**src/rtl/cmd_arb_pkg.sv**
```systemverilog
// Shared types and constants for the command arbiter between the UART and tour-command sources.
package cmd_arb_pkg;

    localparam int unsigned CMD_W = 16;
    localparam int unsigned MV_W  = 5;

    localparam logic [7:0] ACK = 8'hA5;

    localparam logic [3:0] OP_CAL  = 4'b0000;
    localparam logic [3:0] OP_HDG  = 4'b0010;
    localparam logic [3:0] OP_MOVE = 4'b0100;
    localparam logic [3:0] OP_FAN  = 4'b0101;
    localparam logic [3:0] OP_TOUR = 4'b0110;

    typedef enum logic [1:0] {
        IDLE  = 2'd0,
        ISSUE = 2'd1,
        EXEC  = 2'd2,
        RESP  = 2'd3
    } arb_state_t;

    typedef enum logic {
        SRC_UART = 1'b0,
        SRC_TC   = 1'b1
    } arb_src_t;

    typedef struct packed {
        logic [3:0]  opcode;
        logic [11:0] arg;
    } cmd_t;

endpackage

```
**src/rtl/cmd_arb_if.sv**
```systemverilog
// Handshake bundle between the two command sources, the arbiter and cmd_proc.
interface cmd_arb_if;
    import cmd_arb_pkg::*;

    logic [CMD_W-1:0] cmd_UART;
    logic             cmd_rdy_UART;
    logic             clr_cmd_rdy_UART;
    logic [CMD_W-1:0] cmd_TC;
    logic             cmd_rdy_TC;
    logic             clr_cmd_rdy_TC;
    logic             start_tour;
    logic [CMD_W-1:0] cmd;
    logic             cmd_rdy;
    logic             clr_cmd_rdy;
    logic             send_resp;
    logic             send_resp_UART;
    logic             send_resp_TC;
    logic             tour_mode;
    logic             to_err;

    modport master (
        input  cmd_UART, cmd_rdy_UART, cmd_TC, cmd_rdy_TC, start_tour,
               clr_cmd_rdy, send_resp,
        output clr_cmd_rdy_UART, clr_cmd_rdy_TC, cmd, cmd_rdy,
               send_resp_UART, send_resp_TC, tour_mode, to_err
    );

    modport slave (
        output cmd_UART, cmd_rdy_UART, cmd_TC, cmd_rdy_TC, start_tour,
               clr_cmd_rdy, send_resp,
        input  clr_cmd_rdy_UART, clr_cmd_rdy_TC, cmd, cmd_rdy,
               send_resp_UART, send_resp_TC, tour_mode, to_err
    );

endinterface

```
**src/rtl/cmd_arb_tmr.sv**
```systemverilog
// ISSUE wait counter: cleared on entry, counts while enabled, flags the last allowed cycle.
module cmd_arb_tmr #(
    parameter int unsigned TO_CYC = 1024
) (
    input  logic clk,
    input  logic rst_n,
    input  logic clear,
    input  logic enable,
    output logic expired
);

    localparam int unsigned CW = (TO_CYC > 1) ? $clog2(TO_CYC) : 1;
    localparam logic [CW-1:0] LAST = CW'(TO_CYC - 1);

    logic [CW-1:0] cnt_q;
    logic [CW-1:0] cnt_d;
    logic          expired_d;

    // expired is kept registered but always equals (cnt_q == LAST)
    always_comb begin
        cnt_d = cnt_q;
        if (clear) begin
            cnt_d = '0;
        end else if (enable) begin
            cnt_d = cnt_q + CW'(1);
        end
        expired_d = (cnt_d == LAST);
    end

    always_ff @(posedge clk or negedge rst_n) begin
        if (!rst_n) begin
            cnt_q   <= '0;
            expired <= (LAST == '0);
        end else begin
            cnt_q   <= cnt_d;
            expired <= expired_d;
        end
    end

endmodule

```
**src/rtl/cmd_arb.sv**
```systemverilog
// Arbitrates UART and tour-generator commands into cmd_proc and routes the response back to the owner.
module cmd_arb
    import cmd_arb_pkg::*;
#(
    parameter int unsigned TO_CYC     = 1024,
    parameter int unsigned TOUR_MOVES = 24
) (
    input  logic      clk,
    input  logic      rst_n,
    cmd_arb_if.master bus
);

    arb_state_t      state_q, state_d;
    arb_src_t        src_q, src_d;
    cmd_t            cmd_q, cmd_d;
    logic            cmd_rdy_q, cmd_rdy_d;
    logic            clr_uart_q, clr_uart_d;
    logic            clr_tc_q, clr_tc_d;
    logic            resp_uart_q, resp_uart_d;
    logic            resp_tc_q, resp_tc_d;
    logic            to_err_q, to_err_d;
    logic            tour_q, tour_d;
    logic [MV_W-1:0] mv_cnt_q, mv_cnt_d;
    logic            grant_tc;
    logic            tmr_clear;
    logic            tmr_enable;
    logic            tmr_expired;

    cmd_arb_tmr #(.TO_CYC(TO_CYC)) u_tmr (
        .clk     (clk),
        .rst_n   (rst_n),
        .clear   (tmr_clear),
        .enable  (tmr_enable),
        .expired (tmr_expired)
    );

    // Next-state and next-output logic; pulses default low every cycle
    always_comb begin
        state_d     = state_q;
        src_d       = src_q;
        cmd_d       = cmd_q;
        cmd_rdy_d   = 1'b0;
        clr_uart_d  = 1'b0;
        clr_tc_d    = 1'b0;
        resp_uart_d = 1'b0;
        resp_tc_d   = 1'b0;
        to_err_d    = 1'b0;
        tour_d      = tour_q;
        mv_cnt_d    = mv_cnt_q;
        tmr_clear   = 1'b0;
        tmr_enable  = 1'b0;
        grant_tc    = bus.cmd_rdy_TC && (tour_q || !bus.cmd_rdy_UART);

        case (state_q)
            IDLE: begin
                if (bus.cmd_rdy_UART || bus.cmd_rdy_TC) begin
                    state_d   = ISSUE;
                    cmd_rdy_d = 1'b1;
                    tmr_clear = 1'b1;
                    if (grant_tc) begin
                        src_d    = SRC_TC;
                        cmd_d    = cmd_t'(bus.cmd_TC);
                        clr_tc_d = 1'b1;
                    end else begin
                        src_d      = SRC_UART;
                        cmd_d      = cmd_t'(bus.cmd_UART);
                        clr_uart_d = 1'b1;
                    end
                end
            end
            ISSUE: begin
                tmr_enable = 1'b1;
                if (bus.clr_cmd_rdy) begin
                    state_d = EXEC;
                end else if (tmr_expired) begin
                    state_d  = IDLE;
                    to_err_d = 1'b1;
                end else begin
                    cmd_rdy_d = 1'b1;
                end
            end
            EXEC: begin
                if (bus.send_resp) begin
                    state_d     = RESP;
                    resp_uart_d = (src_q == SRC_UART);
                    resp_tc_d   = (src_q == SRC_TC);
                end
            end
            RESP: begin
                state_d = IDLE;
                if (src_q == SRC_TC) begin
                    mv_cnt_d = mv_cnt_q + MV_W'(1);
                    if (mv_cnt_d == MV_W'(TOUR_MOVES)) begin
                        tour_d = 1'b0;
                    end
                end
            end
            default: state_d = IDLE;
        endcase

        // A fresh start_tour always wins over a move-count update in the same cycle
        if (bus.start_tour) begin
            tour_d   = 1'b1;
            mv_cnt_d = '0;
        end
    end

    always_ff @(posedge clk or negedge rst_n) begin
        if (!rst_n) begin
            state_q     <= IDLE;
            src_q       <= SRC_UART;
            cmd_q       <= '0;
            cmd_rdy_q   <= 1'b0;
            clr_uart_q  <= 1'b0;
            clr_tc_q    <= 1'b0;
            resp_uart_q <= 1'b0;
            resp_tc_q   <= 1'b0;
            to_err_q    <= 1'b0;
            tour_q      <= 1'b0;
            mv_cnt_q    <= '0;
        end else begin
            state_q     <= state_d;
            src_q       <= src_d;
            cmd_q       <= cmd_d;
            cmd_rdy_q   <= cmd_rdy_d;
            clr_uart_q  <= clr_uart_d;
            clr_tc_q    <= clr_tc_d;
            resp_uart_q <= resp_uart_d;
            resp_tc_q   <= resp_tc_d;
            to_err_q    <= to_err_d;
            tour_q      <= tour_d;
            mv_cnt_q    <= mv_cnt_d;
        end
    end

    assign bus.cmd              = cmd_q;
    assign bus.cmd_rdy          = cmd_rdy_q;
    assign bus.clr_cmd_rdy_UART = clr_uart_q;
    assign bus.clr_cmd_rdy_TC   = clr_tc_q;
    assign bus.send_resp_UART   = resp_uart_q;
    assign bus.send_resp_TC     = resp_tc_q;
    assign bus.tour_mode        = tour_q;
    assign bus.to_err           = to_err_q;

endmodule

```
**src/flat_wrapper.sv**
```systemverilog
// flat-port wrapper written by rule: the top's interface ports become plain ports
module cmd_arb_flat import cmd_arb_pkg::*;
#(
    parameter int unsigned TO_CYC     = 1024,
    parameter int unsigned TOUR_MOVES = 24
)
  (clk, rst_n, bus_cmd_UART, bus_cmd_rdy_UART, bus_cmd_TC, bus_cmd_rdy_TC, bus_start_tour, bus_clr_cmd_rdy, bus_send_resp, bus_clr_cmd_rdy_UART, bus_clr_cmd_rdy_TC, bus_cmd, bus_cmd_rdy, bus_send_resp_UART, bus_send_resp_TC, bus_tour_mode, bus_to_err);
  cmd_arb_if bus_i ();
  input  logic clk;
  input  logic rst_n;
  input wire logic [$bits(bus_i.cmd_UART)-1:0] bus_cmd_UART;
  input wire logic [$bits(bus_i.cmd_rdy_UART)-1:0] bus_cmd_rdy_UART;
  input wire logic [$bits(bus_i.cmd_TC)-1:0] bus_cmd_TC;
  input wire logic [$bits(bus_i.cmd_rdy_TC)-1:0] bus_cmd_rdy_TC;
  input wire logic [$bits(bus_i.start_tour)-1:0] bus_start_tour;
  input wire logic [$bits(bus_i.clr_cmd_rdy)-1:0] bus_clr_cmd_rdy;
  input wire logic [$bits(bus_i.send_resp)-1:0] bus_send_resp;
  output wire logic [$bits(bus_i.clr_cmd_rdy_UART)-1:0] bus_clr_cmd_rdy_UART;
  output wire logic [$bits(bus_i.clr_cmd_rdy_TC)-1:0] bus_clr_cmd_rdy_TC;
  output wire logic [$bits(bus_i.cmd)-1:0] bus_cmd;
  output wire logic [$bits(bus_i.cmd_rdy)-1:0] bus_cmd_rdy;
  output wire logic [$bits(bus_i.send_resp_UART)-1:0] bus_send_resp_UART;
  output wire logic [$bits(bus_i.send_resp_TC)-1:0] bus_send_resp_TC;
  output wire logic [$bits(bus_i.tour_mode)-1:0] bus_tour_mode;
  output wire logic [$bits(bus_i.to_err)-1:0] bus_to_err;
  assign bus_i.cmd_UART = bus_cmd_UART;
  assign bus_i.cmd_rdy_UART = bus_cmd_rdy_UART;
  assign bus_i.cmd_TC = bus_cmd_TC;
  assign bus_i.cmd_rdy_TC = bus_cmd_rdy_TC;
  assign bus_i.start_tour = bus_start_tour;
  assign bus_i.clr_cmd_rdy = bus_clr_cmd_rdy;
  assign bus_i.send_resp = bus_send_resp;
  assign bus_clr_cmd_rdy_UART = bus_i.clr_cmd_rdy_UART;
  assign bus_clr_cmd_rdy_TC = bus_i.clr_cmd_rdy_TC;
  assign bus_cmd = bus_i.cmd;
  assign bus_cmd_rdy = bus_i.cmd_rdy;
  assign bus_send_resp_UART = bus_i.send_resp_UART;
  assign bus_send_resp_TC = bus_i.send_resp_TC;
  assign bus_tour_mode = bus_i.tour_mode;
  assign bus_to_err = bus_i.to_err;
  cmd_arb #(.TO_CYC(TO_CYC), .TOUR_MOVES(TOUR_MOVES)) u_core (.clk(clk), .rst_n(rst_n), .bus(bus_i));
endmodule
```
**config.mk**
```make
export PLATFORM = sky130hd
export DESIGN_NAME = cmd_arb_flat
export DESIGN_NICKNAME = d
export VERILOG_FILES = /design/src/rtl/cmd_arb_pkg.sv /design/src/rtl/cmd_arb_if.sv /design/src/rtl/cmd_arb_tmr.sv /design/src/rtl/cmd_arb.sv /design/src/flat_wrapper.sv
export SDC_FILE = /design/constraint.sdc
export NUM_CORES = 1
export LEC_CHECK = 0
export ABC_AREA = 0
export CAP_MARGIN = 25
export CORE_UTILIZATION = 50
export DETAILED_ROUTE_END_ITERATION = 6
export GPL_TIMING_DRIVEN = 0
export PLACE_DENSITY = 0.94
export SLEW_MARGIN = 20
export SYNTH_ARGS = -nofsm -noshare
export SYNTH_HDL_FRONTEND = slang
export SYNTH_SLANG_ARGS = --single-unit
```
**constraint.sdc**
```tcl
create_clock -name clk -period 3.5 [get_ports clk]
set_input_delay 0.525 -clock clk [delete_from_list [all_inputs] [get_ports clk]]
set_output_delay 0.525 -clock clk [all_outputs]
set_load 0.01 [all_outputs]
```
==> results.cfg, run 1 <==
[status]
run_status = finished clean

[critical_path]
timing.setup.critical_path_class = input port to flop
arrival_ns = 2.13
timing.critical_path.to_type = flop
cp_slowest_stage_delay_ns = 0.55
cells_traversed_along_the_worst_timing_path = clkdlybuf4s50_1, inv_1, o21ai_2, buf_4, mux2i_1, o21ai_1
cell_at_the_slowest_stage_of_the_critical_path = clkdlybuf4s50_1
start_kind = input port
path_max_fanout = 10
critical_path_required_ns = 3.67

[timing]
layout_worst_path_cycle_share_pct = 55.8
setup_viol = 0
fmax_ghz = 0.512
tns_ns = 0
worst_clock_skew_ns = 0.00484
finalHoldViolCount = 0
fin_crit_ns = 1.95
tightest_slew_ns = 0.693
rsz0062_at_grt = false
timing.slew.headroom_pct = 53.4
slew_violations = 0

[cells_and_area]
postLayoutCellArea_sq_mm = 0.00278
most-common-layout-cells = clkdlybuf4s50_1 (60), dfrtp_1 (42), nand2_1 (27)
max_ffs_per_register = 16
mostFrequentLayoutCell = clkdlybuf4s50_1
drive_above_1_share_pct = 7.25
finalNonFillerCells = 310
area.sequential_sq_mm = 0.00105
final_core_utilization_pct = 74.8
num_antenna_cells = 0
finish.net_count = 302
flow.area_growth_from_synthesis_pct = 40.9
multiInputGateArea_sq_um = 873
layout.filler_cells = 237

[die]
floorplan.die_area_sq_mm = 0.00420
boundaryPins = 62
die_x_microns = 64.8
start_util_pct = 53.1
num_rows = 22
die_height_microns = 64.8
placeableCoreArea_sq_mm = 0.00372

[placement]
dpl-instance-area_sq_mm = 0.00267
placed_cells_incl_taps = 302
gp_routability_congestion = 0.774
place.detailed.hpwl_microns = 3370
i_o_buffers = 61

[routing]
wl_microns = 4690
detail-route-antenna-nets = 0
detailed_route_via_count = 1652
vias_per_cell = 5.33
drtIter0Drc = 98
dr.pass1.iters = 4
drc = 0
wl_per_cell_microns = 15.1

[global_routing]
grt_pass1_wl_microns = 7670
grt_max_degree = 23
grt_most_used_layer = met2
antenna_violations_before_repair = 0
overflow = 0
grt.total_usage_pct = 24.4
first_global_vias = 1622
use_met1_pct = 28.7
grt_use_met2_pct = 43.0
globalRouteMet3Util_pct = 5.81

[pwr]
vdd_drop_max_v = 0.000334
pwr_cell_area_mw_per_mm2 = 657
p_leak_nw = 1.23
power_mw = 1.83

[clocking]
cts_tree = yes
worst_case_clock_buffer_depth = 2
clock_latency_ns = 0.30
htree_num_levels = 2
clkSinkCount = 42
number_of_buffers_inserted_to_repair_setup_after_cts = 0
holdBufCountCts = 0
post_cts.resized_instances = 0
clock_slew_seen_by_the_registers_of_the_worst_setup_and_hold_paths_ns = 0.08
number_of_buffers_created_by_cts = 5
clock_tree.root_cell = clkbuf_8

[synth]
synth_nets = 233
synth_edf_count = 0
postSynthCellCount = 192
synth_area_sq_mm = 0.00197
synth.avg_cell_area_sq_um = 10.3
synth_seq_area_share_pct = 53.2
yosys_register_bits = 42
post_synth_num_cell_types = 36
async_reset_ff_share_pct = 100
yosys_warnings = 0
synthFlopType = dfrtp_1

[flow_run]
maxCapViolCount = 0

[min_path]
hp-class = input port to async pin
-- layer usage --
metal	up-vias	part of all wire, %
met5	-	0
met4	0	1.7
met3	9	4.4
met2	47	51
met1	789	43
li1	807	-
-- final cells by class --
| class | count | area share, % |
|---|---|---|
| sequential | 42 | 37.8 |
| multi-input combinational | 139 | 31.4 |
| timing repair buffer | 62 | 22.8 |
| clock buffer | 5 | 2.47 |
| tap | 48 | 2.16 |
| clock inverter | 3 | 1.62 |
| buffer | 7 | 1.26 |
| inverter | 4 | 0.540 |
-- final timing paths --
check,slack (ns),cells after the start,startpoint,endpoint
hold reg to reg,0.49,2,u_core.bus.cmd[11],u_core.bus.cmd[11]
max in group asynchronous,2.83,2,rst_n,u_core.u_tmr.cnt_q[2]
setup / recovery,1.55,6,bus_cmd_rdy_UART,u_core.bus.cmd[14]
hold / removal,0.18,1,rst_n,u_core.bus.cmd[0]
min in group clk,0.49,2,u_core.bus.cmd[11],u_core.bus.cmd[11]
setup reg to reg,1.86,4,flop,u_core.bus.cmd[3]
-- cell families (layout without fill, tap and decap cells) --
logic type | Yosys count | count (layout) | share of synthesized area (%)
XOR/XNOR | 8 | 8 | 3.55
multiplexers | 15 | 15 | 7.60
AO/OA/AOI/OAI | 40 | 40 | 11.6
AND/OR/NAND/NOR | 74 | 74 | 20.2
adder cells (fa/ha/maj) | 2 | 2 | 1.27
buffers and inverters | 11 | 81 | 2.53
flip-flops | 42 | 42 | 53.2
-- per-stage QoR --
step / hold slack, ns / setup WS, ns
2_1_floorplan: 0.229 / 2.02
3_3_place_gp: 0.456 / 0.888
3_5_place_dp: 0.474 / 1.29
4_1_cts: 0.199 / 1.57
5_1_grt: 0.214 / 1.44
6_report: 0.181 / 1.55
-- power breakdown --
group          leakage [nW]  switching, mW  internal (mW)  total (mW)
sequential            0.542         0.0910          0.626       0.717
clock                0.0504          0.174          0.212       0.386
combinational         0.634          0.363          0.359       0.723
total                  1.23          0.629           1.20        1.83
-- synth_stat cells (all sizes together), types with 3 or more instances --
library cell / instances / share of area [%]
nand2b: 3 / 0.95
or3: 4 / 1.3
o21ai: 25 / 6.5
nand4: 5 / 2.3
xor2: 6 / 2.7
nor3: 7 / 2.9
nor2: 15 / 2.9
buf: 3 / 1.0
nand2: 27 / 5.1
a22oi: 3 / 1.1
a21o: 3 / 1.1
mux2i: 15 / 7.6
clkbuf: 4 / 0.76
inv: 4 / 0.76
a21oi: 5 / 1.3
dfrtp: 42 / 53
-- critical path: cells and delay by family --
kind / cells / cell delay, ns
muxes: 1 / 0.27
AOI/OAI and AO/OA: 2 / 0.42
buffers and inverters: 3 / 0.92
Note: power is estimated with default switching activity, not from simulation.
==> inputs of run 2 (changes only) <==
Settings changed: CORE_UTILIZATION 50 to 46, PLACE_DENSITY 0.94 to 0.88.
Clock period 3.5 ns to 1.9 ns, I/O delays scaled along.
==> run 2 against run 1 <==
Compared with the run above:
- flip-flop and latch count unchanged
- wire length down 4.1%
- clock skew about the same
- register-to-register slack worse by 1.6 ns
- clock power up 44%
- highest routed layer unchanged
- global-route usage down 3.8 points
- power up 75%
==> results.cfg, run 2 (same netlist as run 1, synthesis figures left out) <==
[status]
run_status = finished clean

[placement]
pre_cts_ws_ns = -0.126
place.detailed.hpwl_microns = 3440
placed_cells_incl_taps = 304
gp_routability_congestion = 0.789
i_o_buffers = 61

[clocking]
clock_tree.root_cell = clkbuf_8
clkSinkCount = 42
holdBufCountCts = 1
worst_case_clock_buffer_depth = 2
cts_tree = yes
post_cts.resized_instances = 0
clock_slew_seen_by_the_registers_of_the_worst_setup_and_hold_paths_ns = 0.07
number_of_buffers_created_by_cts = 5
htree_num_levels = 2
clock_latency_ns = 0.28
number_of_buffers_inserted_to_repair_setup_after_cts = 0

[routing]
dr.pass1.iters = 4
detailed_route_via_count = 1654
vias_per_cell = 5.32
drtIter0Drc = 85
drc = 0
wl_microns = 4490
detail-route-antenna-nets = 0
wl_per_cell_microns = 14.4

[cells_and_area]
mostFrequentLayoutCell = clkdlybuf4s50_1
layout.filler_cells = 296
num_antenna_cells = 0
finalNonFillerCells = 311
final_core_utilization_pct = 68.1
drive_above_1_share_pct = 6.51
max_ffs_per_register = 16
finish.net_count = 303
most-common-layout-cells = clkdlybuf4s50_1 (60), dfrtp_1 (42), nand2_1 (27)
flow.area_growth_from_synthesis_pct = 39.9

[timing]
timing.slew.headroom_pct = 60.1
worst_clock_skew_ns = 0.00448
finalWorstSetupSlack_ns = 0.175
worst_hold_slack_ns = 0.479
fmax_ghz = 0.580
tightest_slew_ns = 0.594
setup_viol = 0
finalHoldViolCount = 0
rsz0062_at_grt = false
slew_violations = 0
layout_worst_path_cycle_share_pct = 90.8
fin_crit_ns = 1.73

[critical_path]
critical_path_depth = 6
cp_slowest_stage_delay_ns = 0.54
arrival_ns = 1.88
timing.critical_path.to_type = flop
critical_path_required_ns = 2.05
number_of_buffers_and_inverters_on_the_critical_path = 3
cells_traversed_along_the_worst_timing_path = clkdlybuf4s50_1, inv_1, o21ai_2, buf_4, mux2i_1, o21ai_1
path_max_fanout = 10
cell_class_contributing_the_biggest_share_of_worst_path_delay = buffers and inverters
cell_at_the_slowest_stage_of_the_critical_path = clkdlybuf4s50_1
worstReg2RegEnd = u_core.u_tmr.expired
r2r_start = u_core.u_tmr.cnt_q[0]
timing.setup.critical_path_class = input port to flop
regToRegSetupSlack_ns = 0.23
worstRegToRegCells = 6
setup.worst_path.start = bus_cmd_rdy_UART
start_kind = input port

[global_routing]
grt_use_met2_pct = 35.5
grt.total_usage_pct = 20.6
overflow = 0
grt_pass1_wl_microns = 6940
use_met1_pct = 26.0
grt_most_used_layer = met2
antenna_violations_before_repair = 0
first_global_vias = 1544
globalRouteMet3Util_pct = 2.03
grt_max_degree = 23

[min_path]
worstHoldStart = u_core.bus.cmd[3]
worstHoldEndpoint = u_core.bus.cmd[3]
hp-class = flop to flop
hold-path-cell-count = 2

[die]
die_height_microns = 67.5
die_x_microns = 67.5
placeableCoreArea_sq_mm = 0.00406
boundaryPins = 62
floorplan.die_area_sq_mm = 0.00456
start_util_pct = 48.7
num_rows = 23

[pwr]
pwr_cell_area_mw_per_mm2 = 1160
vdd_drop_max_v = 0.000484
p_leak_nw = 1.22
power_mw = 3.20

[flow_run]
maxCapViolCount = 0
-- run 2: worst register-to-register path, stage by stage (launching register included) --
cell,delay (ns)
dfrtp_1,0.45
ha_1,0.26
and2_1,0.23
nand4_1,0.13
xor2_1,0.18
nor3_1,0.17
and4bb_1,0.20
-- run 2: routing by layer --
layer	part of all wire, %	vias to the layer above
met1	42	794
li1	-	811
met2	52	40
met4	1.9	0
met3	3.9	9
met5	0	-
-- run 2: layout make-up --
class | instances | area [sq um] | area share [%]
buffer | 7 | 35.0 | 1.27
clock buffer | 6 | 82.6 | 2.99
inverter | 4 | 15.0 | 0.543
sequential | 42 | 1050 | 38.0
tap | 50 | 62.6 | 2.26
multi-input combinational | 139 | 873 | 31.6
timing repair buffer | 63 | 643 | 23.3
-- run 2: worst max-delay path by stage --
stage                                  endpoint  slack (ns)
after floorplan            u_core.u_tmr.expired        0.42
after global placement    u_core.u_tmr.cnt_q[8]       -0.52
after detailed placement     u_core.bus.cmd[14]       -0.13
after CTS                    u_core.bus.cmd[14]        0.15
after global routing         u_core.bus.cmd[14]        0.06
final                        u_core.bus.cmd[14]        0.17
-- run 2: stage by stage --
stage               cell area, sq um  setup TNS, ns
floorplan                       1970              0
global placement                2650         -22.27
detailed placement              2670         -0.726
CTS                             2760              0
global route                    2760              0
finish                          2760              0
-- run 2: report_power, final --
part	total [mW]	switching [mW]	internal [mW]	leakage [nW]
logic	1.33	0.671	0.663	0.639
clock network	0.555	0.275	0.280	0.0431
registers	1.31	0.155	1.15	0.542
total	3.20	1.10	2.10	1.22
==> inputs of run 3 (changes only) <==
--- a/config.mk
+++ b/config.mk
@@ -10,2 +10,4 @@
 export CORE_UTILIZATION = 46
+export CTS_BUF_LIST = sky130_fd_sc_hd__clkbuf_16
+export CTS_CLUSTER_SIZE = 28
 export DETAILED_ROUTE_END_ITERATION = 6
==> constraint.sdc (replaced) <==
create_clock -name clk -period 1.9 [get_ports clk]
set_input_delay 0.38 -clock clk [delete_from_list [all_inputs] [get_ports clk]]
set_output_delay 0.38 -clock clk [all_outputs]
set_load 0.01 [all_outputs]
==> run 3 against run 2 <==
Compared with the run above:
- utilization increased by 1.1 points
- non-clock buffer count decreased by 1
- largest power group unchanged
- clock power increased by 39%
- global-route usage increased by 1.2 points
- wire length increased by 4.0%
- flip-flop and latch count unchanged
==> results.cfg, run 3 (same netlist as run 1, synthesis figures left out) <==
[cells_and_area]
drive_above_1_share_pct = 6.54
most-common-layout-cells = clkdlybuf4s50_1 (60), dfrtp_1 (42), nand2_1 (27)
num_antenna_cells = 0
finalNonFillerCells = 310
max_ffs_per_register = 16
flow.area_growth_from_synthesis_pct = 42.2
final_core_utilization_pct = 69.2
mostFrequentLayoutCell = clkdlybuf4s50_1
finish.net_count = 302

[timing]
setup_viol = 0
worst_hold_slack_ns = 0.0642
worst_clock_skew_ns = 0.00268
finalWorstSetupSlack_ns = 0.123
slew_violations = 0
layout_worst_path_cycle_share_pct = 93.5
tightest_slew_ns = 0.589
finalHoldViolCount = 0
rsz0062_at_grt = false
fmax_ghz = 0.563
fin_crit_ns = 1.78
timing.slew.headroom_pct = 60.5

[placement]
pre_cts_ws_ns = -0.221
place.detailed.hpwl_microns = 3440
i_o_buffers = 61
placed_cells_incl_taps = 304
gp_routability_congestion = 0.789

[routing]
detailed_route_via_count = 1671
wl_microns = 4670
drtIter0Drc = 64
drc = 0
dr.pass1.iters = 4
wl_per_cell_microns = 15.1
vias_per_cell = 5.39
detail-route-antenna-nets = 0

[critical_path]
critical_path_required_ns = 2.07
cp_slowest_stage_delay_ns = 0.59
worstRegToRegCells = 6
timing.setup.critical_path_class = input port to flop
r2r_start = u_core.u_tmr.cnt_q[0]
path_max_fanout = 10
cell_at_the_slowest_stage_of_the_critical_path = clkdlybuf4s50_1
cells_traversed_along_the_worst_timing_path = clkdlybuf4s50_1, nor2_1, or3_1, clkbuf_1, a21o_1
timing.critical_path.to_type = flop
start_kind = input port
regToRegSetupSlack_ns = 0.22
arrival_ns = 1.95
worstReg2RegEnd = u_core.u_tmr.expired

[global_routing]
antenna_violations_before_repair = 0
grt_pass1_wl_microns = 7130
first_global_vias = 1556
grt_max_degree = 23
grt.total_usage_pct = 21.7
overflow = 0

[die]
num_rows = 23
floorplan.die_area_sq_mm = 0.00456
placeableCoreArea_sq_mm = 0.00406
start_util_pct = 48.7
die_height_microns = 67.5
boundaryPins = 62
die_x_microns = 67.5

[clocking]
clkSinkCount = 42
cts_tree = yes
htree_num_levels = 2
number_of_buffers_created_by_cts = 5
holdBufCountCts = 0
clock_latency_ns = 0.28
worst_case_clock_buffer_depth = 2
clock_tree.root_cell = clkbuf_16
number_of_buffers_inserted_to_repair_setup_after_cts = 0
clock_slew_seen_by_the_registers_of_the_worst_setup_and_hold_paths_ns = 0.05
post_cts.resized_instances = 0

[pwr]
vdd_drop_max_v = 0.000439
pwr_cell_area_mw_per_mm2 = 1220
p_leak_nw = 1.24

[flow_run]
maxCapViolCount = 0

[status]
run_status = finished clean

[min_path]
hp-class = input port to async pin
-- run 3: cell types whose count changed in the layout (fill, tap and decap cells not counted), sizes merged --
cell	previous run	this run
clkbuf	10	9
clkinv	0	1
dlygate4sd3	1	0
-- run 3: layer usage --
metal,GRT usage [%],wire length [microns]
met2,37.4,2460
met5,0,0
met1,25.8,1870
met3,3.72,215
met4,11.2,129
-- run 3: per-stage QoR --
stage | instance area (sq um) | total power [mW] | setup TNS, ns
floorplan | 1970 | 1.97 | 0
global placement | 2650 | 2.59 | -27.65
detailed placement | 2670 | 2.66 | -2.29
CTS | 2800 | 3.45 | 0
global route | 2810 | 3.64 | 0
finish | 2810 | 3.43 | 0
-- run 3: area by class of cell --
cell class,count,area (sq um)
plain buffers,7,36.3
clock buffers,5,125
clock inverters,1,3.75
fillers,292,1250
inverters,4,15.0
multi-input cells,139,881
flip-flops and latches,42,1050
well taps,50,62.6
repair buffers,62,633
-- run 3: how the worst max path moves through the flow --
stage                                     start                     to  slack [ns]  cells past startpoint
after CTS                      bus_cmd_rdy_UART     u_core.bus.cmd[14]        0.06                      6
after global placement                    rst_n  u_core.u_tmr.cnt_q[8]       -0.62                      1
after floorplan           u_core.u_tmr.cnt_q[0]   u_core.u_tmr.expired        0.42                      6
final                            bus_cmd_rdy_TC           u_core.src_q        0.12                      5
after detailed placement       bus_cmd_rdy_UART     u_core.bus.cmd[14]       -0.22                      6
after global routing             bus_cmd_rdy_TC      u_core.bus.cmd[8]        0.01                      5
-- run 3: worst max-delay path, delay by kind of cell --
family	cells	cell delay (ns)
AND/OR/NAND/NOR	2	0.48
AO/OA/AOI/OAI	1	0.23
buffers and inverters	2	0.85
-- run 3: where the power goes --
group | leakage (nW) | internal [mW] | switching (mW)
clock network | 0.0632 | 0.466 | 0.304
registers | 0.542 | 1.16 | 0.159
logic | 0.638 | 0.664 | 0.681
